`src/rtl/mdr_hs.sv`:
```
// mdr_hs -- memory data register with a req/ack handshake to DRAM.
//
// Holds the word presented on the B bus and the word sent to DRAM. A read or
// write command starts a DRAM access (mem_req held high until mem_ack). The
// access ends when mem_ack arrives or when the wait budget runs out.
// busy, done, timeout and cmd_err report access status.
//
// state | meaning
// ------+-----------------------------------------------
// IDLE  | no access outstanding, commands accepted
// RD    | DRAM read requested, waiting for mem_ack
// WR    | DRAM write requested, waiting for mem_ack
//
// Ports
//   clk, rst_n      clock, asynchronous active-low reset
//   load            capture c_bus into data_out_bbus (any state)
//   read, write     start a DRAM read / write of c_bus (IDLE only)
//   c_bus           C-bus data in
//   data_in_dram    DRAM read data, valid with mem_ack
//   mem_ack         DRAM access complete
//   data_out_bbus   register value to B bus
//   data_out_dram   write data to DRAM, held for the whole write
//   mem_req/mem_we  DRAM request and direction (1 = write)
//   busy            access in progress
//   done            1-cycle pulse: access completed with ack
//   timeout         1-cycle pulse: access aborted, no ack
//   cmd_err         1-cycle pulse: a command was dropped
module mdr_hs #(
  parameter int DATA_W      = 8,
  parameter int TIMEOUT_CYC = 16
) (
  input  logic              clk,
  input  logic              rst_n,
  input  logic              load,
  input  logic              read,
  input  logic              write,
  input  logic [DATA_W-1:0] c_bus,
  input  logic [DATA_W-1:0] data_in_dram,
  input  logic              mem_ack,
  output logic [DATA_W-1:0] data_out_bbus,
  output logic [DATA_W-1:0] data_out_dram,
  output logic              mem_req,
  output logic              mem_we,
  output logic              busy,
  output logic              done,
  output logic              timeout,
  output logic              cmd_err
);

  localparam int CNT_W = (TIMEOUT_CYC > 0) ? $clog2(TIMEOUT_CYC + 1) : 1;
  localparam bit TO_EN = (TIMEOUT_CYC > 0);
  // Last wait cycle index; the abort happens on the edge that sees this value.
  localparam logic [CNT_W-1:0] CNT_LAST = TO_EN ? CNT_W'(TIMEOUT_CYC - 1) : '0;
  localparam logic [CNT_W-1:0] CNT_MAX  = '1;

  typedef enum logic [1:0] {
    S_IDLE = 2'd0,
    S_RD   = 2'd1,
    S_WR   = 2'd2
  } state_t;

  state_t            state_q, state_d;
  logic [CNT_W-1:0]  cnt_q, cnt_d;
  logic [DATA_W-1:0] bbus_q, bbus_d;
  logic [DATA_W-1:0] dram_q, dram_d;
  logic              req_q, req_d;
  logic              we_q, we_d;
  logic              done_q, done_d;
  logic              to_q, to_d;
  logic              err_q, err_d;

  always_ff @(posedge clk or negedge rst_n) begin
    if (!rst_n) begin
      state_q <= S_IDLE;
      cnt_q   <= '0;
      bbus_q  <= '0;
      dram_q  <= '0;
      req_q   <= 1'b0;
      we_q    <= 1'b0;
      done_q  <= 1'b0;
      to_q    <= 1'b0;
      err_q   <= 1'b0;
    end else begin
      state_q <= state_d;
      cnt_q   <= cnt_d;
      bbus_q  <= bbus_d;
      dram_q  <= dram_d;
      req_q   <= req_d;
      we_q    <= we_d;
      done_q  <= done_d;
      to_q    <= to_d;
      err_q   <= err_d;
    end
  end

  always_comb begin
    state_d = state_q;
    cnt_d   = cnt_q;
    bbus_d  = bbus_q;
    dram_d  = dram_q;
    req_d   = req_q;
    we_d    = we_q;
    done_d  = 1'b0;
    to_d    = 1'b0;
    err_d   = 1'b0;

    // Load is independent of the FSM; a read completion below overrides it.
    if (load) bbus_d = c_bus;

    case (state_q)
      S_IDLE: begin
        if (read) begin
          state_d = S_RD;
          cnt_d   = '0;
          req_d   = 1'b1;
          we_d    = 1'b0;
          err_d   = write;
        end else if (write) begin
          state_d = S_WR;
          cnt_d   = '0;
          dram_d  = c_bus;
          req_d   = 1'b1;
          we_d    = 1'b1;
        end
      end
      S_RD, S_WR: begin
        err_d = read | write;
        if (mem_ack) begin
          if (state_q == S_RD) bbus_d = data_in_dram;
          state_d = S_IDLE;
          req_d   = 1'b0;
          we_d    = 1'b0;
          done_d  = 1'b1;
        end else if (TO_EN && (cnt_q == CNT_LAST)) begin
          state_d = S_IDLE;
          req_d   = 1'b0;
          we_d    = 1'b0;
          to_d    = 1'b1;
        end else if (cnt_q != CNT_MAX) begin
          cnt_d = cnt_q + 1'b1;
        end
      end
      default: begin
        state_d = S_IDLE;
        req_d   = 1'b0;
        we_d    = 1'b0;
      end
    endcase
  end

  assign data_out_bbus = bbus_q;
  assign data_out_dram = dram_q;
  assign mem_req       = req_q;
  assign mem_we        = we_q;
  assign busy          = (state_q != S_IDLE);
  assign done          = done_q;
  assign timeout       = to_q;
  assign cmd_err       = err_q;

endmodule

```
`config.mk`:
```
export PLATFORM = sky130hd
export DESIGN_NAME = mdr_hs
export DESIGN_NICKNAME = d
export VERILOG_FILES = /design/src/rtl/mdr_hs.sv
export SDC_FILE = /design/constraint.sdc
export NUM_CORES = 1
export LEC_CHECK = 0
export CORE_ASPECT_RATIO = 1.1
export CORE_MARGIN = 1
export CORE_UTILIZATION = 30
export DETAILED_ROUTE_END_ITERATION = 7
export GPL_TIMING_DRIVEN = 1
export HOLD_SLACK_MARGIN = 0.06
export PLACE_DENSITY = 0.67
export SLEW_MARGIN = 40
export SYNTH_ARGS = -nofsm -noshare
export SYNTH_HDL_FRONTEND = slang
export SYNTH_SLANG_ARGS = --single-unit
```
`constraint.sdc`:
```
create_clock -name clk -period 1.7 [get_ports clk]
set_input_delay 0.34 -clock clk [delete_from_list [all_inputs] [get_ports clk]]
set_output_delay 0.34 -clock clk [all_outputs]
set_load 0.02 [all_outputs]
```
# Word level (Yosys, flattened, before mapping)
# Index checks and enable logic that the tools add are counted.
# op_classes
muxes	29
eq_ne	9
bitwise	2
n_reduce_logical	7
n_addsub	1
# op_table
op	count
$mux 8	4
$mux 5	5
$mux 1	11
$pmux 5 s2	1
$mux 2	4
$ne 2x2->1 const B	3
$ne 3x3->1 const B	2
$pmux 1 s2	3
$add 5x1->5 const B	1
$eq 5x4->1 const B	1
$ne 5x5->1 const B	1
$reduce_and 5->1	1
$pmux 2 s2	1
$reduce_bool 2->1	2
$reduce_and 3->1	1
$eq 2x1->1 const B	1
$eq 2x2->1 const B	1
$logic_not 2->1	1
$reduce_and 2->1	1
$reduce_or 2->1	1
$not 1->1	1
$or 1x1->1	1
# totals
input_bits	22
ff_bits	28

# Logic depth before layout (Yosys ltp)
# depth
depth_word	5
depth_mapped	7
mapped_depth_nobuf	6

# Least setup slack after synthesis
# OpenSTA, ideal clock, no wires.
# synth_timing
path_kind	reg-to-reg
startpoint	register cnt_q[0]
endpoint	register cnt_q[2]
setup_slack_ns	-0.008
t_arrival_ns	1.580
path_stages_with_launch	7
setup_time_ns	0.128
n_path_buf	0
t_required_ns	1.572
period_less_slack_ns	1.708
path_cell_list	dfrtp_1 ha_1 and3_1 ha_1 nor3_2 a21o_1 nand3_1
# synth_between
elab_chain_cells	5
word_cells_on_any_way	10
cone_classes	add/sub: 1; eq/ne: 4; mux: 4; reduce/logical: 1
# synth_rtl
item	line	source
start: declaration	63	logic [CNT_W-1:0] cnt_q, cnt_d;
start signal: assignment	85	cnt_q <= cnt_d;
$add 5x1->5	140	cnt_d = cnt_q + 1'b1;
$mux 5	139	end else if (cnt_q != CNT_MAX) begin
$mux 5	134	end else if (TO_EN && (cnt_q == CNT_LAST)) begin
$mux 5	128	if (mem_ack) begin
$pmux 5 s2	110	case (state_q)
# Several ways; a longest one is shown, not always the timed one. The select of a mux whose other input is x is not followed.
# A chain may end at the register's enable or synchronous reset.

# Final worst setup path
# layout_timing
startpoint	register we_q, in the netlist mem_we
endpoint	output mem_we
# layout_lines
item	line	source
start: declaration	67	logic we_q, we_d;
start signal: assignment	89	we_q <= we_d;
end: declaration	43	output logic mem_we,
# No word-level cell between the ends.

==> results.py <==
metrics = {
    "status": {
        "status": "complete, no violations",
    },
    "yosys": {
        "yosys_warnings": 0,
        "synth_compound_area_share_pct": 10.4,
        "ys_types": 33,
        "synth_top_family_by_area": "simple AND/OR/NAND/NOR gates",
        "synthCells": 122,
        "avgSynthCellArea_um2": 11.1,
        "ys_seq_area_share_pct": 49.7,
        "synth_top_area_share_pct": 49.7,
        "synth_edf_count": 0,
        "synth-seq-cells": 27,
        "syn_area_um2": 1360,
        "synth_nets": 150,
        "yosys.area_share.simple_pct": 17.2,
        "synthTopCellsByArea": "dfrtp_1 50%, mux2_2 6.6%, mux2i_1 5.9%, ha_1 5.5%, o21ai_0 3.7%",
        "synthMuxAreaShare_pct": 12.5,
        "synthAdderAreaFrac_pct": 5.52,
        "ys.flop_type": "dfrtp_1",
        "synthArstFlopShare_pct": 100,
        "synth_area_leader_cell": "dfrtp_1",
        "synth_xor_area_share_pct": 0,
    },
    "die": {
        "ios": 44,
        "core_area_um2": 4320,
        "die-area_um2": 4800,
        "die_w_um": 66.2,
        "placementRows": 25,
        "floorplan.initialDensity_pct": 31.5,
        "fp.dieH_um": 72.6,
    },
    "cells_and_area": {
        "fin_cells": 232,
        "diodes": 0,
        "fin_nets": 207,
        "fin_util_pct": 46.7,
        "drive_gt1_share_pct": 20.8,
        "area_delta_synth_final_pct": 48.3,
    },
    "worst_setup_path": {
        "cp-end-kind": "output port",
        "cp-start-kind": "flip-flop",
        "worstPathMaxFanout": 3,
        "worstPathArrival_ns": 1.30,
        "worst-path-buf-inv": 1,
        "critPathMaxStageDelay_ns": 0.62,
        "required_ns": 1.36,
        "worst_path_dominant_cell_family": "buffers and inverters",
        "crit_type": "flip-flop to output port",
        "slowest_stage": "clkdlybuf4s50_1",
        "cp_cell_sequence": "clkdlybuf4s50_1",
    },
    "detailed_routing": {
        "drt_first_pass_iters": 4,
        "dr.max_layer_used": "met4",
        "m1WireLength_um": 1370,
        "postRouteAntennaNets": 0,
        "viasPerCell": 4.85,
        "wl_per_cell_um": 13.7,
        "vias": 1126,
        "dr_wl_met3_um": 247,
        "drc_errors": 0,
        "wl_met2_um": 1510,
        "drtIter0Drc": 43,
        "wl_um": 3170,
    },
    "cts": {
        "cts_hold_buf": 0,
        "cts_max_level": 1,
        "numCtsBuffers": 3,
        "cts-root-buf": "clkbuf_8",
        "clk_latency_ns": 0.27,
        "cts.sinks": 27,
        "clkTransAtPathRegs_ns": 0.09,
        "cts_tree": "built",
        "clockBufferDepth": 2,
    },
    "grt": {
        "grt_max_degree": 28,
        "grt_pass1_wl_um": 4980,
        "antenna_found_initial": 0,
        "grt_pass1_vias": 1087,
        "grt_overflow_total": 0,
        "grt_usage_pct": 13.6,
    },
    "power_and_ir_drop": {
        "leakage_nw": 0.882,
        "ir_worst_vdd_mv": 0.551,
        "powerDensity_nw_per_um2": 1520,
        "total_power_mw": 3.06,
    },
    "sta": {
        "slew_headroom_pct": 76.8,
        "hold_violations": 0,
        "period_needed_ns": 1.64,
        "skew_ns": 0.00259,
        "setup_viol": 0,
        "period_share_pct": 96.3,
        "slew_violations": 0,
        "worst_pin_slew_ns": 0.347,
        "whs_ns": 0.440,
        "fmax_ghz": 0.611,
    },
    "worst_hold_path": {
        "holdCritPathClass": "input pin to asynchronous set/reset pin",
    },
    "place": {
        "dp.cells": 225,
        "dpl.hpwl_um": 2350,
        "port-buffer-count": 43,
        "gp_congestion": 0.755,
    },
    "run": {
        "maxCapViolations": 0,
    },
}
==> cell families after synthesis <==
kind of cell / count (synthesis)
and+or+nand+nor: 38
DFF: 27
AOI/OAI and AO/OA: 24
muxes: 16
buffers and inverters: 11
adders and majority gates: 6
==> cell usage after synthesis, types with 2 or more instances <==
master	instances
o21ai_1	3
nand3_1	6
o21ai_0	10
nand2_1	11
and3_1	3
a21oi_1	4
nor2b_1	2
dfrtp_1	27
buf_6	2
nand4b_1	2
mux2i_1	8
mux2_2	8
inv_1	6
nand4_1	3
ha_1	6
a21o_1	2
nor2_1	3
==> flip-flops by register name (all words and copies together) (netlist names) <==
register,flops
data_out_bbus,8
cnt_q,5
timeout,1
cmd_err,1
mem_req,1
done,1
mem_we,1
state_q,1
data_out_dram,8
==> per-stage QoR <==
stage / setup TNS [ns] / setup WS, ns / area (um2)
final: 0 / 0.0631 / 2010
after CTS: 0 / 0.00306 / 1970
after global placement: 0 / 0.0247 / 1920
after detailed placement: -0.104 / -0.0383 / 1920
after global routing: -0.00161 / -0.00161 / 2010
after floorplan: 0 / 0.0213 / 1370
==> routing by layer <==
layer	GRT usage, %	vias to the layer above
li1	-	540
met1	16.2	523
met2	24.6	53
met3	2.66	10
met4	4.02	0
met5	0	-
==> placed cells by master (no fill, tap or decap), types with 4 or more instances in the layout <==
cell	n
o21ai_0	10
buf_4	13
nand3_1	6
a21oi_1	4
mux2_2	8
inv_1	5
dfrtp_1	27
clkdlybuf4s50_1	42
mux2i_1	8
nand2_1	11
==> what timing repair did <==
| item | 4_1_cts | 5_1_grt |
|---|---|---|
| buffers inserted | 0 | 3 |
| pin swaps | 0 | 7 |
| resized for setup | 3 | 8 |
| endpoints found under the setup margin | 8 | 9 |
==> area by class of cell <==
| class | count | area, um2 |
|---|---|---|
| Sequential cell | 27 | 676 |
| Clock buffer | 3 | 41.3 |
| Fill cell | 392 | 2300 |
| Tap cell | 54 | 67.6 |
| Inverter | 6 | 22.5 |
| Clock inverter | 1 | 5.00 |
| Multi-Input combinational cell | 84 | 659 |
| Timing Repair Buffer | 57 | 543 |
==> report_power, final <==
part | leakage, nW | total, mW | internal (mW) | switching [mW]
logic | 0.523 | 1.66 | 0.858 | 0.805
registers | 0.333 | 1.04 | 0.895 | 0.144
clock network | 0.0255 | 0.360 | 0.164 | 0.196
total | 0.882 | 3.06 | 1.92 | 1.15
==> worst paths after layout <==
| path | cells after the start | slack (ns) | end | from |
|---|---|---|---|---|
| min in group clk | 1 | 0.51 | data_out_dram[1] | data_out_dram[1] |
| worst min register to register | 1 | 0.51 | data_out_dram[1] | data_out_dram[1] |
| worst max register to register | 7 | 0.07 | cnt_q[1] | cnt_q[1] |
| worst min-delay path | 2 | 0.44 | data_out_bbus[7] | rst_n |
| worst max-delay path | 1 | 0.06 | mem_we | mem_we |
| max in group asynchronous | 2 | 1.01 | mem_req | rst_n |
Power figures use the tool's default switching activity.
